--- src/rtl/wshb_arb_pkg.sv ---
// Shared types and constants for the two-master Wishbone arbiter.
package wshb_arb_pkg;

  typedef enum logic [1:0] {
    IDLE     = 2'd0,
    GNT_MIRE = 2'd1,
    GNT_VGA  = 2'd2
  } arb_state_t;

  localparam logic M_MIRE = 1'b0;
  localparam logic M_VGA  = 1'b1;

endpackage

--- src/rtl/wshb_if.sv ---
// Wishbone B4 classic bus bundle with master and slave views.
interface wshb_if #(
  parameter int DATA_W = 32,
  parameter int ADR_W  = 32
) (
  input logic clk
);

  logic                  cyc;
  logic                  stb;
  logic                  we;
  logic [DATA_W/8-1:0]   sel;
  logic [ADR_W-1:0]      adr;
  logic [DATA_W-1:0]     dat_ms;
  logic [DATA_W-1:0]     dat_sm;
  logic                  ack;
  logic                  err;
  logic [2:0]            cti;
  logic [1:0]            bte;

  modport master (
    output cyc, stb, we, sel, adr, dat_ms, cti, bte,
    input  dat_sm, ack, err
  );

  modport slave (
    input  cyc, stb, we, sel, adr, dat_ms, cti, bte,
    output dat_sm, ack, err
  );

endinterface

--- src/rtl/wshb_arb_fsm.sv ---
// Round-robin grant FSM with a per-grant acknowledge budget.
module wshb_arb_fsm
  import wshb_arb_pkg::*;
#(
  parameter int MAX_ACKS = 64,
  parameter int CNT_W    = $clog2(MAX_ACKS + 1)
) (
  input  logic       clk,
  input  logic       rst,
  input  logic       cyc_mire,
  input  logic       cyc_vga,
  input  logic       ack,
  output arb_state_t state,
  output logic       force_idle
);

  localparam logic [CNT_W-1:0] MAX_CNT = CNT_W'(MAX_ACKS);

  arb_state_t       state_q, state_d;
  logic             last_q, last_d;
  logic [CNT_W-1:0] ack_cnt_q, ack_cnt_d;
  logic             other_req;

  always_ff @(posedge clk or posedge rst) begin
    if (rst) begin
      state_q   <= IDLE;
      last_q    <= M_VGA;
      ack_cnt_q <= '0;
    end else begin
      state_q   <= state_d;
      last_q    <= last_d;
      ack_cnt_q <= ack_cnt_d;
    end
  end

  always_comb begin
    state_d   = state_q;
    last_d    = last_q;
    ack_cnt_d = ack_cnt_q;
    case (state_q)
      IDLE: begin
        ack_cnt_d = '0;
        // On a tie the master that was not served last wins.
        if (cyc_mire && (!cyc_vga || last_q == M_VGA)) begin
          state_d = GNT_MIRE;
          last_d  = M_MIRE;
        end else if (cyc_vga) begin
          state_d = GNT_VGA;
          last_d  = M_VGA;
        end
      end
      GNT_MIRE, GNT_VGA: begin
        if (ack && !force_idle && ack_cnt_q != MAX_CNT)
          ack_cnt_d = ack_cnt_q + 1'b1;
        if (force_idle || (state_q == GNT_MIRE ? !cyc_mire : !cyc_vga))
          state_d = IDLE;
      end
      default: state_d = IDLE;
    endcase
  end

  always_comb begin
    other_req = 1'b0;
    case (state_q)
      GNT_MIRE: other_req = cyc_vga;
      GNT_VGA:  other_req = cyc_mire;
      default:  other_req = 1'b0;
    endcase
    force_idle = other_req && (ack_cnt_q == MAX_CNT);
    state      = state_q;
  end

endmodule

--- src/rtl/wshb_arbiter.sv ---
// Two-master Wishbone arbiter: mire and vga share the SDRAM slave port.
module wshb_arbiter
  import wshb_arb_pkg::*;
#(
  parameter int MAX_ACKS = 64,
  parameter int CNT_W    = $clog2(MAX_ACKS + 1)
) (
  input  logic   clk,
  input  logic   rst,
  wshb_if.slave  wshb_ifs_mire,
  wshb_if.slave  wshb_ifs_vga,
  wshb_if.master wshb_ifm_sdram
);

  arb_state_t state;
  logic       force_idle;

  wshb_arb_fsm #(
    .MAX_ACKS (MAX_ACKS),
    .CNT_W    (CNT_W)
  ) u_fsm (
    .clk        (clk),
    .rst        (rst),
    .cyc_mire   (wshb_ifs_mire.cyc),
    .cyc_vga    (wshb_ifs_vga.cyc),
    .ack        (wshb_ifm_sdram.ack),
    .state      (state),
    .force_idle (force_idle)
  );

  assign wshb_ifs_mire.dat_sm = wshb_ifm_sdram.dat_sm;
  assign wshb_ifs_vga.dat_sm  = wshb_ifm_sdram.dat_sm;

  // A forced release only gates cyc/stb and the replies; the rest stays routed.
  always_comb begin
    wshb_ifm_sdram.cyc    = 1'b0;
    wshb_ifm_sdram.stb    = 1'b0;
    wshb_ifm_sdram.we     = 1'b0;
    wshb_ifm_sdram.sel    = '0;
    wshb_ifm_sdram.adr    = '0;
    wshb_ifm_sdram.dat_ms = '0;
    wshb_ifm_sdram.cti    = '0;
    wshb_ifm_sdram.bte    = '0;
    wshb_ifs_mire.ack     = 1'b0;
    wshb_ifs_mire.err     = 1'b0;
    wshb_ifs_vga.ack      = 1'b0;
    wshb_ifs_vga.err      = 1'b0;
    case (state)
      GNT_MIRE: begin
        wshb_ifm_sdram.cyc    = wshb_ifs_mire.cyc & ~force_idle;
        wshb_ifm_sdram.stb    = wshb_ifs_mire.stb & ~force_idle;
        wshb_ifm_sdram.we     = wshb_ifs_mire.we;
        wshb_ifm_sdram.sel    = wshb_ifs_mire.sel;
        wshb_ifm_sdram.adr    = wshb_ifs_mire.adr;
        wshb_ifm_sdram.dat_ms = wshb_ifs_mire.dat_ms;
        wshb_ifm_sdram.cti    = wshb_ifs_mire.cti;
        wshb_ifm_sdram.bte    = wshb_ifs_mire.bte;
        wshb_ifs_mire.ack     = wshb_ifm_sdram.ack & ~force_idle;
        wshb_ifs_mire.err     = wshb_ifm_sdram.err & ~force_idle;
      end
      GNT_VGA: begin
        wshb_ifm_sdram.cyc    = wshb_ifs_vga.cyc & ~force_idle;
        wshb_ifm_sdram.stb    = wshb_ifs_vga.stb & ~force_idle;
        wshb_ifm_sdram.we     = wshb_ifs_vga.we;
        wshb_ifm_sdram.sel    = wshb_ifs_vga.sel;
        wshb_ifm_sdram.adr    = wshb_ifs_vga.adr;
        wshb_ifm_sdram.dat_ms = wshb_ifs_vga.dat_ms;
        wshb_ifm_sdram.cti    = wshb_ifs_vga.cti;
        wshb_ifm_sdram.bte    = wshb_ifs_vga.bte;
        wshb_ifs_vga.ack      = wshb_ifm_sdram.ack & ~force_idle;
        wshb_ifs_vga.err      = wshb_ifm_sdram.err & ~force_idle;
      end
      default: ;
    endcase
  end

endmodule

--- src/flat_wrapper.sv ---
// flat-port wrapper written by rule: the top's interface ports become plain ports
module wshb_arbiter_flat import wshb_arb_pkg::*;
#(
  parameter int MAX_ACKS = 64,
  parameter int CNT_W    = $clog2(MAX_ACKS + 1)
)
  (clk, rst, wshb_ifs_mire_cyc, wshb_ifs_mire_stb, wshb_ifs_mire_we, wshb_ifs_mire_sel, wshb_ifs_mire_adr, wshb_ifs_mire_dat_ms, wshb_ifs_mire_cti, wshb_ifs_mire_bte, wshb_ifs_mire_dat_sm, wshb_ifs_mire_ack, wshb_ifs_mire_err, wshb_ifs_vga_cyc, wshb_ifs_vga_stb, wshb_ifs_vga_we, wshb_ifs_vga_sel, wshb_ifs_vga_adr, wshb_ifs_vga_dat_ms, wshb_ifs_vga_cti, wshb_ifs_vga_bte, wshb_ifs_vga_dat_sm, wshb_ifs_vga_ack, wshb_ifs_vga_err, wshb_ifm_sdram_cyc, wshb_ifm_sdram_stb, wshb_ifm_sdram_we, wshb_ifm_sdram_sel, wshb_ifm_sdram_adr, wshb_ifm_sdram_dat_ms, wshb_ifm_sdram_cti, wshb_ifm_sdram_bte, wshb_ifm_sdram_dat_sm, wshb_ifm_sdram_ack, wshb_ifm_sdram_err);
  wshb_if wshb_ifs_mire_i (.clk(clk));
  wshb_if wshb_ifs_vga_i (.clk(clk));
  wshb_if wshb_ifm_sdram_i (.clk(clk));
  input  logic clk;
  input  logic rst;
  input wire logic [$bits(wshb_ifs_mire_i.cyc)-1:0] wshb_ifs_mire_cyc;
  input wire logic [$bits(wshb_ifs_mire_i.stb)-1:0] wshb_ifs_mire_stb;
  input wire logic [$bits(wshb_ifs_mire_i.we)-1:0] wshb_ifs_mire_we;
  input wire logic [$bits(wshb_ifs_mire_i.sel)-1:0] wshb_ifs_mire_sel;
  input wire logic [$bits(wshb_ifs_mire_i.adr)-1:0] wshb_ifs_mire_adr;
  input wire logic [$bits(wshb_ifs_mire_i.dat_ms)-1:0] wshb_ifs_mire_dat_ms;
  input wire logic [$bits(wshb_ifs_mire_i.cti)-1:0] wshb_ifs_mire_cti;
  input wire logic [$bits(wshb_ifs_mire_i.bte)-1:0] wshb_ifs_mire_bte;
  output wire logic [$bits(wshb_ifs_mire_i.dat_sm)-1:0] wshb_ifs_mire_dat_sm;
  output wire logic [$bits(wshb_ifs_mire_i.ack)-1:0] wshb_ifs_mire_ack;
  output wire logic [$bits(wshb_ifs_mire_i.err)-1:0] wshb_ifs_mire_err;
  input wire logic [$bits(wshb_ifs_vga_i.cyc)-1:0] wshb_ifs_vga_cyc;
  input wire logic [$bits(wshb_ifs_vga_i.stb)-1:0] wshb_ifs_vga_stb;
  input wire logic [$bits(wshb_ifs_vga_i.we)-1:0] wshb_ifs_vga_we;
  input wire logic [$bits(wshb_ifs_vga_i.sel)-1:0] wshb_ifs_vga_sel;
  input wire logic [$bits(wshb_ifs_vga_i.adr)-1:0] wshb_ifs_vga_adr;
  input wire logic [$bits(wshb_ifs_vga_i.dat_ms)-1:0] wshb_ifs_vga_dat_ms;
  input wire logic [$bits(wshb_ifs_vga_i.cti)-1:0] wshb_ifs_vga_cti;
  input wire logic [$bits(wshb_ifs_vga_i.bte)-1:0] wshb_ifs_vga_bte;
  output wire logic [$bits(wshb_ifs_vga_i.dat_sm)-1:0] wshb_ifs_vga_dat_sm;
  output wire logic [$bits(wshb_ifs_vga_i.ack)-1:0] wshb_ifs_vga_ack;
  output wire logic [$bits(wshb_ifs_vga_i.err)-1:0] wshb_ifs_vga_err;
  output wire logic [$bits(wshb_ifm_sdram_i.cyc)-1:0] wshb_ifm_sdram_cyc;
  output wire logic [$bits(wshb_ifm_sdram_i.stb)-1:0] wshb_ifm_sdram_stb;
  output wire logic [$bits(wshb_ifm_sdram_i.we)-1:0] wshb_ifm_sdram_we;
  output wire logic [$bits(wshb_ifm_sdram_i.sel)-1:0] wshb_ifm_sdram_sel;
  output wire logic [$bits(wshb_ifm_sdram_i.adr)-1:0] wshb_ifm_sdram_adr;
  output wire logic [$bits(wshb_ifm_sdram_i.dat_ms)-1:0] wshb_ifm_sdram_dat_ms;
  output wire logic [$bits(wshb_ifm_sdram_i.cti)-1:0] wshb_ifm_sdram_cti;
  output wire logic [$bits(wshb_ifm_sdram_i.bte)-1:0] wshb_ifm_sdram_bte;
  input wire logic [$bits(wshb_ifm_sdram_i.dat_sm)-1:0] wshb_ifm_sdram_dat_sm;
  input wire logic [$bits(wshb_ifm_sdram_i.ack)-1:0] wshb_ifm_sdram_ack;
  input wire logic [$bits(wshb_ifm_sdram_i.err)-1:0] wshb_ifm_sdram_err;
  assign wshb_ifs_mire_i.cyc = wshb_ifs_mire_cyc;
  assign wshb_ifs_mire_i.stb = wshb_ifs_mire_stb;
  assign wshb_ifs_mire_i.we = wshb_ifs_mire_we;
  assign wshb_ifs_mire_i.sel = wshb_ifs_mire_sel;
  assign wshb_ifs_mire_i.adr = wshb_ifs_mire_adr;
  assign wshb_ifs_mire_i.dat_ms = wshb_ifs_mire_dat_ms;
  assign wshb_ifs_mire_i.cti = wshb_ifs_mire_cti;
  assign wshb_ifs_mire_i.bte = wshb_ifs_mire_bte;
  assign wshb_ifs_mire_dat_sm = wshb_ifs_mire_i.dat_sm;
  assign wshb_ifs_mire_ack = wshb_ifs_mire_i.ack;
  assign wshb_ifs_mire_err = wshb_ifs_mire_i.err;
  assign wshb_ifs_vga_i.cyc = wshb_ifs_vga_cyc;
  assign wshb_ifs_vga_i.stb = wshb_ifs_vga_stb;
  assign wshb_ifs_vga_i.we = wshb_ifs_vga_we;
  assign wshb_ifs_vga_i.sel = wshb_ifs_vga_sel;
  assign wshb_ifs_vga_i.adr = wshb_ifs_vga_adr;
  assign wshb_ifs_vga_i.dat_ms = wshb_ifs_vga_dat_ms;
  assign wshb_ifs_vga_i.cti = wshb_ifs_vga_cti;
  assign wshb_ifs_vga_i.bte = wshb_ifs_vga_bte;
  assign wshb_ifs_vga_dat_sm = wshb_ifs_vga_i.dat_sm;
  assign wshb_ifs_vga_ack = wshb_ifs_vga_i.ack;
  assign wshb_ifs_vga_err = wshb_ifs_vga_i.err;
  assign wshb_ifm_sdram_cyc = wshb_ifm_sdram_i.cyc;
  assign wshb_ifm_sdram_stb = wshb_ifm_sdram_i.stb;
  assign wshb_ifm_sdram_we = wshb_ifm_sdram_i.we;
  assign wshb_ifm_sdram_sel = wshb_ifm_sdram_i.sel;
  assign wshb_ifm_sdram_adr = wshb_ifm_sdram_i.adr;
  assign wshb_ifm_sdram_dat_ms = wshb_ifm_sdram_i.dat_ms;
  assign wshb_ifm_sdram_cti = wshb_ifm_sdram_i.cti;
  assign wshb_ifm_sdram_bte = wshb_ifm_sdram_i.bte;
  assign wshb_ifm_sdram_i.dat_sm = wshb_ifm_sdram_dat_sm;
  assign wshb_ifm_sdram_i.ack = wshb_ifm_sdram_ack;
  assign wshb_ifm_sdram_i.err = wshb_ifm_sdram_err;
  wshb_arbiter #(.MAX_ACKS(MAX_ACKS), .CNT_W(CNT_W)) u_core (.clk(clk), .rst(rst), .wshb_ifs_mire(wshb_ifs_mire_i), .wshb_ifs_vga(wshb_ifs_vga_i), .wshb_ifm_sdram(wshb_ifm_sdram_i));
endmodule
--- config.mk ---
export PLATFORM = sky130hd
export DESIGN_NAME = wshb_arbiter_flat
export DESIGN_NICKNAME = d
export VERILOG_FILES = /design/src/rtl/wshb_arb_pkg.sv /design/src/rtl/wshb_if.sv /design/src/rtl/wshb_arb_fsm.sv /design/src/rtl/wshb_arbiter.sv /design/src/flat_wrapper.sv
export SDC_FILE = /design/constraint.sdc
export NUM_CORES = 1
export LEC_CHECK = 0
export ABC_AREA = 1
export CAP_MARGIN = 30
export CORE_AREA = 2 2 127 129
export DETAILED_ROUTE_END_ITERATION = 7
export DIE_AREA = 0 0 129 131
export SKIP_CTS_REPAIR_TIMING = 1
export SYNTH_ARGS = -nofsm -noshare
export SYNTH_HDL_FRONTEND = slang
export SYNTH_SLANG_ARGS = --single-unit
--- constraint.sdc ---
create_clock -name clk -period 2.05 [get_ports clk]
set_input_delay 0.205 -clock clk [delete_from_list [all_inputs] [get_ports clk]]
set_output_delay 0.205 -clock clk [all_outputs]
set_load 0.005 [all_outputs]
==> out/qor.yml, run 1 <==
syn_to_final_growth_pct: 120
drtAntennaViolNets: 0
vdd_drop_max_mv: 0.603
synth_area_leaders: "nand2_1 30%, buf_4 22%, a21oi_1 17%"
wl_per_cell_um: 14.1
io_buffers: 235
p_per_area_nw_per_um2: 869
worstPathCellList: "inv_4 -> ha_4 -> buf_4 -> clkbuf_16 -> nand2_1 -> a21oi_1 -> clkdlybuf4s50_1"
ys_ff_latch: 10
fmax_ghz: 0.462
dpl.hpwl_um: 8270
grt-ovfl-total: 0
hold_violations: 0
cp.required_ns: 1.85
p_comb_frac: 0.845
min_path_type: "primary input to asynchronous set/reset pin"
clk-insertion-delay-late_ns: 0.24
p_leak_nw: 3.06
syn_area_um2: 2290
cts.htree.levels: 1
critical-path-top-delay-family: "buffers and inverters"
finalSetupViolCount: 6
cts_buffer_depth: 2
gp_congestion: 0.762
cp_max_fo: 15
synth_area_per_cell_um2: 5.39
cts_buffers: 3
worst_slack_ns: -0.116
switching_share: 0.440
slowest_stage: "clkdlybuf4s50_1"
synth_common_cells: "181 x nand2_1, 76 x a21oi_1, 68 x buf_4, 20 x inv_1, 17 x buf_2"
cts_tree: "yes"
cts_num_sinks: 10
synth.distinct_cells: 22
coreArea_um2: 15600
internal_power_mw: 2.45
drive_above_1_share: 0.0850
maxSlewViolCount: 0
dpl.cell_count: 799
drtIter0Drc: 73
dr_total_vias: 3230
drv_cap: 0
drc: 0
via_per_inst: 3.96
clkPwrFrac: 0.090
antenna_cells: 0
rsz0062_at_grt: "true"
dr.pass1.iters: 4
synth_edf_count: 0
worstSetupPathType: "flip-flop to primary output"
grt_max_degree: 44
dominantRegCellSynth: "dfrtp_1"
worstSetupStartpointType: "flip-flop"
syn-num-nets: 617
fin_crit_sh: 1.06
yosysSeqAreaShare: 0.110
fin_nets: 794
start_util: 0.147
finalClockSkew_ns: 0.00380
die-width_um: 129
clkTransAtPathRegs_ns: 0.04
num_rows: 46
synth_most_common_cell: "nand2_1"
yosysWarnings: 0
syn_inst: 424
violations: "setup timing"
slowest_delay_ns: 0.51
wirelength_um: 11500
max-slew-margin-rel: 0.716
grtUsageTotal: 0.106
min_period_ns: 2.17
die_area_um2: 16900
crit_buf_inv: 4
yosysTopAreaCellShare: 0.297
p_switching_mw: 1.93
io_pins: 332
arrival_ns: 1.96
cp-end-kind: "primary output"
fin_hold_ws_ns: 0.258
instances_no_fill: 816
grt_pass1_vias: 2751
outcome: "complete, but fails checks"
grt_first_pass_wirelength_um: 14200
p_seq_frac: 0.065
synth_top_area_cell: "nand2_1"
antenna_found_initial: 0
async_flop_share: 1.00
tightestPinTransition_ns: 0.426
cts-root-buf: "clkbuf_16"
die_y_um: 131
## layout make-up
class                   instances  area [µm²]
fillers                      1661       10600
repair buffers                262        2920
multi-input cells             303        1420
well taps                     216         270
flip-flops and latches         10         253
clock buffers                   4        88.8
inverters                      21        83.8
## layer usage
| layer | track usage | part of all wire | vias to the layer above |
|---|---|---|---|
| li1 | - | - | 1626 |
| met1 | 0.124 | 0.39 | 1392 |
| met2 | 0.187 | 0.49 | 197 |
| met3 | 0.0366 | 0.10 | 15 |
| met4 | 0.0249 | 0.011 | 0 |
| met5 | 0 | 0 | - |
## placed cells by master (no fill, tap or decap), drive strengths merged, types with 5 or more instances in the layout
master         count
nand2            181
clkdlybuf4s50    157
a21oi             77
dlymetal6s2s      76
buf               23
inv               21
o21ai             13
nor2              12
clkbuf            10
dfrtp              9
nand3              6
ha                 5
nor3               5
## registers in the layout (all words and copies together), names as in the netlist
name / count
u_core.u_fsm.state: 2
u_core.u_fsm.last_q: 1
u_core.u_fsm.ack_cnt_q: 7
## final timing paths
kind,endpoint,slack (ns),start,depth (start not counted)
max,wshb_ifm_sdram_adr[6],-0.12,u_core.u_fsm.state[0],7
min,u_core.u_fsm.ack_cnt_q[1],0.26,rst,2
max reg2reg,u_core.u_fsm.state[1],0.41,u_core.u_fsm.state[0],11
min reg2reg,u_core.u_fsm.last_q,0.47,u_core.u_fsm.last_q,2
max in group asynchronous,u_core.u_fsm.last_q,1.46,rst,2
min in group clk,wshb_ifs_mire_dat_sm[10],0.41,wshb_ifm_sdram_dat_sm[10],0
## worst register-to-register path, cell delays in order, from the launching register on
cell,delay (ns)
dfrtp_2,0.42
inv_4,0.08
ha_4,0.21
buf_4,0.14
nand2_1,0.04
nand2_1,0.07
nand2_2,0.07
buf_4,0.13
o21ai_2,0.17
nand2_1,0.09
nand2_1,0.06
nand2_1,0.04
## kinds of logic after synthesis
group,Yosys count,share of synthesized area
XOR/XNOR,1,0.00383
buffers and inverters,111,0.303
AND/OR/NAND/NOR,207,0.352
flip-flops,10,0.110
adder cells (fa/ha/maj),5,0.0274
AO/OA/AOI/OAI,90,0.204
## power by group through the flow
| stage | logic, mW | registers, mW | clock network [mW] |
|---|---|---|---|
| after floorplan | 1.63 | 0.276 | 0 |
| after global placement | 3.29 | 0.282 | 0 |
| after detailed placement | 3.27 | 0.285 | 0 |
| after CTS | 3.29 | 0.283 | 0.397 |
| after global routing | 4.05 | 0.291 | 0.416 |
| final | 3.70 | 0.286 | 0.392 |
## through the flow
step	worst slack [ns]	instance area, µm²	TNS (ns)	util	power (mW)
CTS	-0.265	4570	-14.10	0.293	3.97
detailed placement	0.00272	4480	0	0.287	3.56
floorplan	0.531	2290	0	-	1.91
global route	-0.196	5040	-0.957	0.323	4.76
global placement	0.0103	4480	0	0.287	3.57
finish	-0.116	5040	-0.390	0.323	4.38
No activity file was read; power rests on OpenSTA's default activity.
==> run 2, diff against run 1 <==
- TNS_END_PERCENT: not set -> 50
==> run 2 against run 1 <==
The run still ends with setup timing left. Fmax fell by 3.0%. Combinational power barely moved. Global-route usage did not move. First-iteration DRC count rose by 32%. Die area did not move. Sequential power rose by 4%.
==> out/qor.yml, run 2 (synthesis results as in run 1) <==
outcome: "complete, but fails checks"
violations: "setup timing"
io_buffers: 235
r2r_start: "u_core.u_fsm.state[0]"
dr_total_vias: 3171
min_period_ns: 2.23
slowest_stage: "clkdlybuf4s50_1"
drc: 0
slowest_delay_ns: 0.53
top_register: "u_core.u_fsm.ack_cnt_q"
fin_crit_sh: 1.09
io_pins: 332
postPlaceCellArea_um2: 4480
coreArea_um2: 15600
die_y_um: 131
cts_buffer_depth: 2
cp-end-kind: "primary output"
hold_violations: 0
clk-insertion-delay-late_ns: 0.24
vdd_drop_max_mv: 0.601
antenna_found_initial: 0
cp_max_fo: 21
worst_slack_ns: -0.183
fmax_ghz: 0.448
switching_share: 0.434
worstSetupStartpoint: "u_core.u_fsm.state[1]"
grtUsageTotal: 0.106
dp_slack_ns: 0.00272
max-slew-margin-rel: 0.717
cts_tree: "yes"
worstPathCellList: "inv_2 -> ha_4 -> inv_2 -> clkbuf_16 -> a21oi_1 -> clkdlybuf4s50_1"
largest_register_ffs: 7
cts_num_sinks: 10
crit_path_frequent_cell: "inv_2"
layout_common_cells: "197 x clkdlybuf4s50_1, 181 x nand2_1, 75 x a21oi_1"
clkPwrFrac: 0.089
via_per_inst: 3.91
cp.required_ns: 1.85
grt_max_degree: 44
min_path_type: "primary input to asynchronous set/reset pin"
wl_per_cell_um: 14.0
gp_congestion: 0.762
drtIter0Drc: 96
p_seq_frac: 0.068
drtAntennaViolNets: 0
fin_area_um2: 4900
worstSetupPathType: "flip-flop to primary output"
fin_nets: 790
dpl.hpwl_um: 8270
p_switching_mw: 1.90
clkTransAtPathRegs_ns: 0.04
fillCellCount: 1668
antenna_cells: 0
p_per_area_nw_per_um2: 893
drv_cap: 0
register_area_um2: 253
arrival_ns: 2.03
start_util: 0.147
maxSlewViolCount: 0
dr.pass1.iters: 4
rsz0062_at_grt: "true"
layout_commonest_cell: "clkdlybuf4s50_1"
syn_to_final_growth_pct: 114
die_area_um2: 16900
worstSetupStartpointType: "flip-flop"
drive_above_1_share: 0.0688
cts.htree.levels: 1
cts-root-buf: "clkbuf_16"
internal_power_mw: 2.48
die-width_um: 129
multi_input_area_um2: 1400
p_leak_nw: 2.37
wirelength_um: 11400
finalClockSkew_ns: 0.00311
grt_pass1_vias: 2751
grt-ovfl-total: 0
num_rows: 46
grt_first_pass_wirelength_um: 14200
p_comb_frac: 0.843
tightestPinTransition_ns: 0.425
finalSetupViolCount: 42
cts_buffers: 3
[run 2: cell types whose count changed in the layout (fill, tap and decap cells not counted), sizes merged]
cell,previous run,this run
clkbuf,10,9
clkdlybuf4s50,157,197
dlymetal6s2s,76,38
buf,23,18
[run 2: final cells by class]
| cell class | count | share of cell area |
|---|---|---|
| inverter | 21 | 0.0166 |
| clock buffer | 4 | 0.0181 |
| tap | 216 | 0.0552 |
| sequential | 10 | 0.0516 |
| multi-input combinational | 303 | 0.285 |
| timing repair buffer | 258 | 0.574 |
[run 2: metal layers]
| layer | global-route usage | vias to the layer above | part of all wire |
|---|---|---|---|
| met3 | 0.0366 | 15 | 0.10 |
| met2 | 0.187 | 190 | 0.49 |
| met1 | 0.124 | 1348 | 0.40 |
| li1 | - | 1618 | - |
| met4 | 0.0249 | 0 | 0.012 |
| met5 | 0 | - | 0 |
[run 2: critical path: cells and delay by family, from the launching register on]
family                   cells  cell delay, ns
buffers and inverters        4            0.95
flip-flops                   1            0.41
adder cells (fa/ha/maj)      1            0.29
AO/OA/AOI/OAI                1            0.13
[run 2: path summary, 6_finish.rpt]
| kind | end | slack [ns] | cells after the start |
|---|---|---|---|
| worst min register to register | u_core.u_fsm.last_q | 0.48 | 2 |
| min in group clk | wshb_ifs_mire_dat_sm[10] | 0.41 | 0 |
| worst min-delay path | u_core.u_fsm.ack_cnt_q[1] | 0.26 | 2 |
| max in group asynchronous | u_core.u_fsm.last_q | 1.46 | 2 |
| worst max-delay path | wshb_ifm_sdram_dat_ms[8] | -0.18 | 6 |
| worst max register to register | u_core.u_fsm.state[0] | 0.45 | 10 |
[run 2: power by group through the flow]
| stage | registers (mW) | logic, mW | clock network, mW |
|---|---|---|---|
| 2_1_floorplan | 0.276 | 1.63 | 0 |
| 3_3_place_gp | 0.282 | 3.29 | 0 |
| 3_5_place_dp | 0.285 | 3.27 | 0 |
| 4_1_cts | 0.283 | 3.29 | 0.397 |
| 5_1_grt | 0.303 | 4.04 | 0.416 |
| 6_report | 0.297 | 3.69 | 0.391 |
[run 2: stage by stage]
step / instances / hold WS, ns / util / total power [mW] / TNS (ns)
after floorplan: 424 / 0.0445 / - / 1.91 / 0
after global placement: 799 / 0.410 / 0.287 / 3.57 / 0
after detailed placement: 799 / 0.410 / 0.287 / 3.56 / 0
after CTS: 803 / 0.274 / 0.293 / 3.97 / -14.10
after global routing: 812 / 0.308 / 0.314 / 4.76 / -10.41
final: 812 / 0.258 / 0.314 / 4.38 / -6.11
==> run 3, diff against run 2 <==
- CORE_AREA: 2 2 127 129 -> 2 2 128 130
- DIE_AREA: 0 0 129 131 -> 0 0 130 132
- SYNTH_HIERARCHICAL: not set -> 1
==> run 3 against run 2 <==
The flow now finishes without violations. Die area up 1.5%. Worst hold slack worse by 0.0017 ns. Total power grew 6.7%. Cell area is 6.8% higher. Fmax grew 14%. Synthesized cell count rose by 2.4%. Wire length rose by 7.8%. Synthesized area grew 5.4%. Sequential share of layout area is 0.33 points lower.
==> out/qor.yml, run 3 <==
cp-end-kind: "primary output"
wirelength_um: 12200
yosysTopAreaCellShare: 0.288
layout_common_cells: "185 x nand2_1, 155 x clkdlybuf4s50_1, 78 x dlymetal6s2s_1"
largest_register_ffs: 7
yosysWarnings: 6
tightestPinTransition_ns: 0.412
synth.distinct_cells: 24
fin_crit_sh: 0.956
max-slew-margin-rel: 0.725
syn_to_final_growth_pct: 117
grtUsageTotal: 0.106
outcome: "finished, final reports clean"
dpl.hpwl_um: 8080
grt_pass1_vias: 3029
top_register: "u_core/u_fsm/ack_cnt_q"
cts-root-buf: "clkbuf_16"
worstSetupPathType: "flip-flop to primary output"
fin_tns_setup_ns: 0
p_per_area_nw_per_um2: 893
synth_top_area_cell: "nand2_1"
cts_num_sinks: 10
cp.required_ns: 1.85
multi_input_area_um2: 1490
min_period_ns: 1.96
dr.pass1.iters: 4
die_area_um2: 17200
drive_above_1_share: 0.0961
grt-ovfl-total: 0
worstSetupStartpointType: "flip-flop"
finalClockSkew_ns: 0.00176
die_y_um: 132
yosysSeqAreaShare: 0.104
cts.htree.levels: 1
coreArea_um2: 15700
cp_max_fo: 22
postPlaceCellArea_um2: 4550
rsz0062_at_grt: "true"
num_rows: 46
dr_total_vias: 3319
drtIter0Drc: 115
synth_area_leaders: "nand2_1 29%, buf_4 21%, a21oi_1 16%"
fin_hold_ws_ns: 0.256
async_flop_share: 1.00
clk-insertion-delay-late_ns: 0.24
fillCellCount: 1705
drv_cap: 0
arrival_ns: 1.76
fmax_ghz: 0.510
gp_congestion: 0.777
syn_area_um2: 2410
vdd_drop_max_mv: 0.618
synth_area_per_cell_um2: 5.55
syn_inst: 434
grt_max_degree: 45
maxSlewViolCount: 0
worstSetupStartpoint: "u_core/u_fsm/state[1]"
ff2ff_setup_slack_ns: 0.36
r2r_start: "u_core/u_fsm/state[0]"
via_per_inst: 4.00
ys_ff_latch: 10
layout_commonest_cell: "nand2_1"
cts_tree: "yes"
wl_per_cell_um: 14.8
min_path_type: "primary input to asynchronous set/reset pin"
clkTransAtPathRegs_ns: 0.04
register_area_um2: 253
syn-num-nets: 630
r2r_cells: 9
synth_edf_count: 0
die-width_um: 130
hold_violations: 0
dominantRegCellSynth: "dfrtp_1"
finalSetupViolCount: 0
antenna_cells: 0
grt_first_pass_wirelength_um: 14900
cts_buffers: 3
p_leak_nw: 3.20
fin_nets: 811
fin_area_um2: 5240
start_util: 0.153
synth_common_cells: "185 x nand2_1, 75 x a21oi_1, 66 x buf_4, 19 x inv_1, 16 x nor2_1"
synth_most_common_cell: "nand2_1"
io_buffers: 235
io_pins: 332
cts_buffer_depth: 2
drtAntennaViolNets: 0
reg2reg_to: "u_core/u_fsm/ack_cnt_q[4]"
antenna_found_initial: 0
drc: 0
[run 3: changes by cell type after synthesis, sizes merged, moves of 2 or more]
cell    change
nor2        +6
o21ai       -5
clkbuf      -2
xor2        +2
buf         +2
ha          +3
nand3       +2
nand2       +4
[run 3: through the flow]
step / utilization / power [mW] / setup slack (ns) / instances
after detailed placement: 0.290 / 3.64 / -0.0419 / 808
final: 0.333 / 4.67 / 0.0900 / 830
after global routing: 0.333 / 5.08 / -0.00738 / 830
after global placement: 0.290 / 3.64 / -0.00410 / 808
after floorplan: - / 2.02 / 0.472 / 434
after CTS: 0.295 / 4.02 / -0.298 / 812
[run 3: critical path, stage by stage, from the launching register on]
cell,delay [ns]
dfrtp_1,0.41
buf_4,0.15
buf_6,0.12
ha_4,0.17
buf_12,0.13
clkbuf_16,0.18
nand2_1,0.07
nand2_1,0.05
nor2_2,0.11
clkbuf_2,0.12
[run 3: layout make-up]
class | count | area share
Sequential cell | 10 | 0.0483
Clock buffer | 4 | 0.0151
Multi-Input combinational cell | 312 | 0.285
Tap cell | 216 | 0.0516
Inverter | 22 | 0.0158
Timing Repair Buffer | 266 | 0.584
[run 3: cell families (layout without fill, tap and decap cells)]
| logic type | after synthesis | after routing | synth area share |
|---|---|---|---|
| flip-flops | 10 | 10 | 0.104 |
| XOR/XNOR | 2 | 2 | 0.00727 |
| adder cells (fa/ha/maj) | 8 | 8 | 0.0416 |
| AO/OA/AOI/OAI | 85 | 85 | 0.185 |
| AND/OR/NAND/NOR | 217 | 217 | 0.354 |
| buffers and inverters | 112 | 292 | 0.307 |
[run 3: report_power, final]
part	switching [mW]	leakage (nW)	internal, mW
logic	1.96	3.03	2.06
registers	0.0416	0.131	0.251
clock network	0.0923	0.0382	0.261
total	2.10	3.20	2.58
[run 3: worst max-delay path by stage]
stage	end	slack [ns]
final	wshb_ifm_sdram_cyc	0.09
after global routing	wshb_ifm_sdram_stb	-0.007
after CTS	wshb_ifm_sdram_dat_ms[12]	-0.30
after detailed placement	wshb_ifm_sdram_dat_ms[12]	-0.04
after global placement	wshb_ifm_sdram_sel[0]	-0.004
after floorplan	wshb_ifm_sdram_cyc	0.47
[run 3: routing by layer]
metal / track usage / up-vias / part of all wire
li1: - / 1660 / -
met4: 0.0293 / 0 / 0.016
met1: 0.122 / 1445 / 0.41
met2: 0.182 / 190 / 0.46
met5: 0 / - / 0
met3: 0.0398 / 24 / 0.11
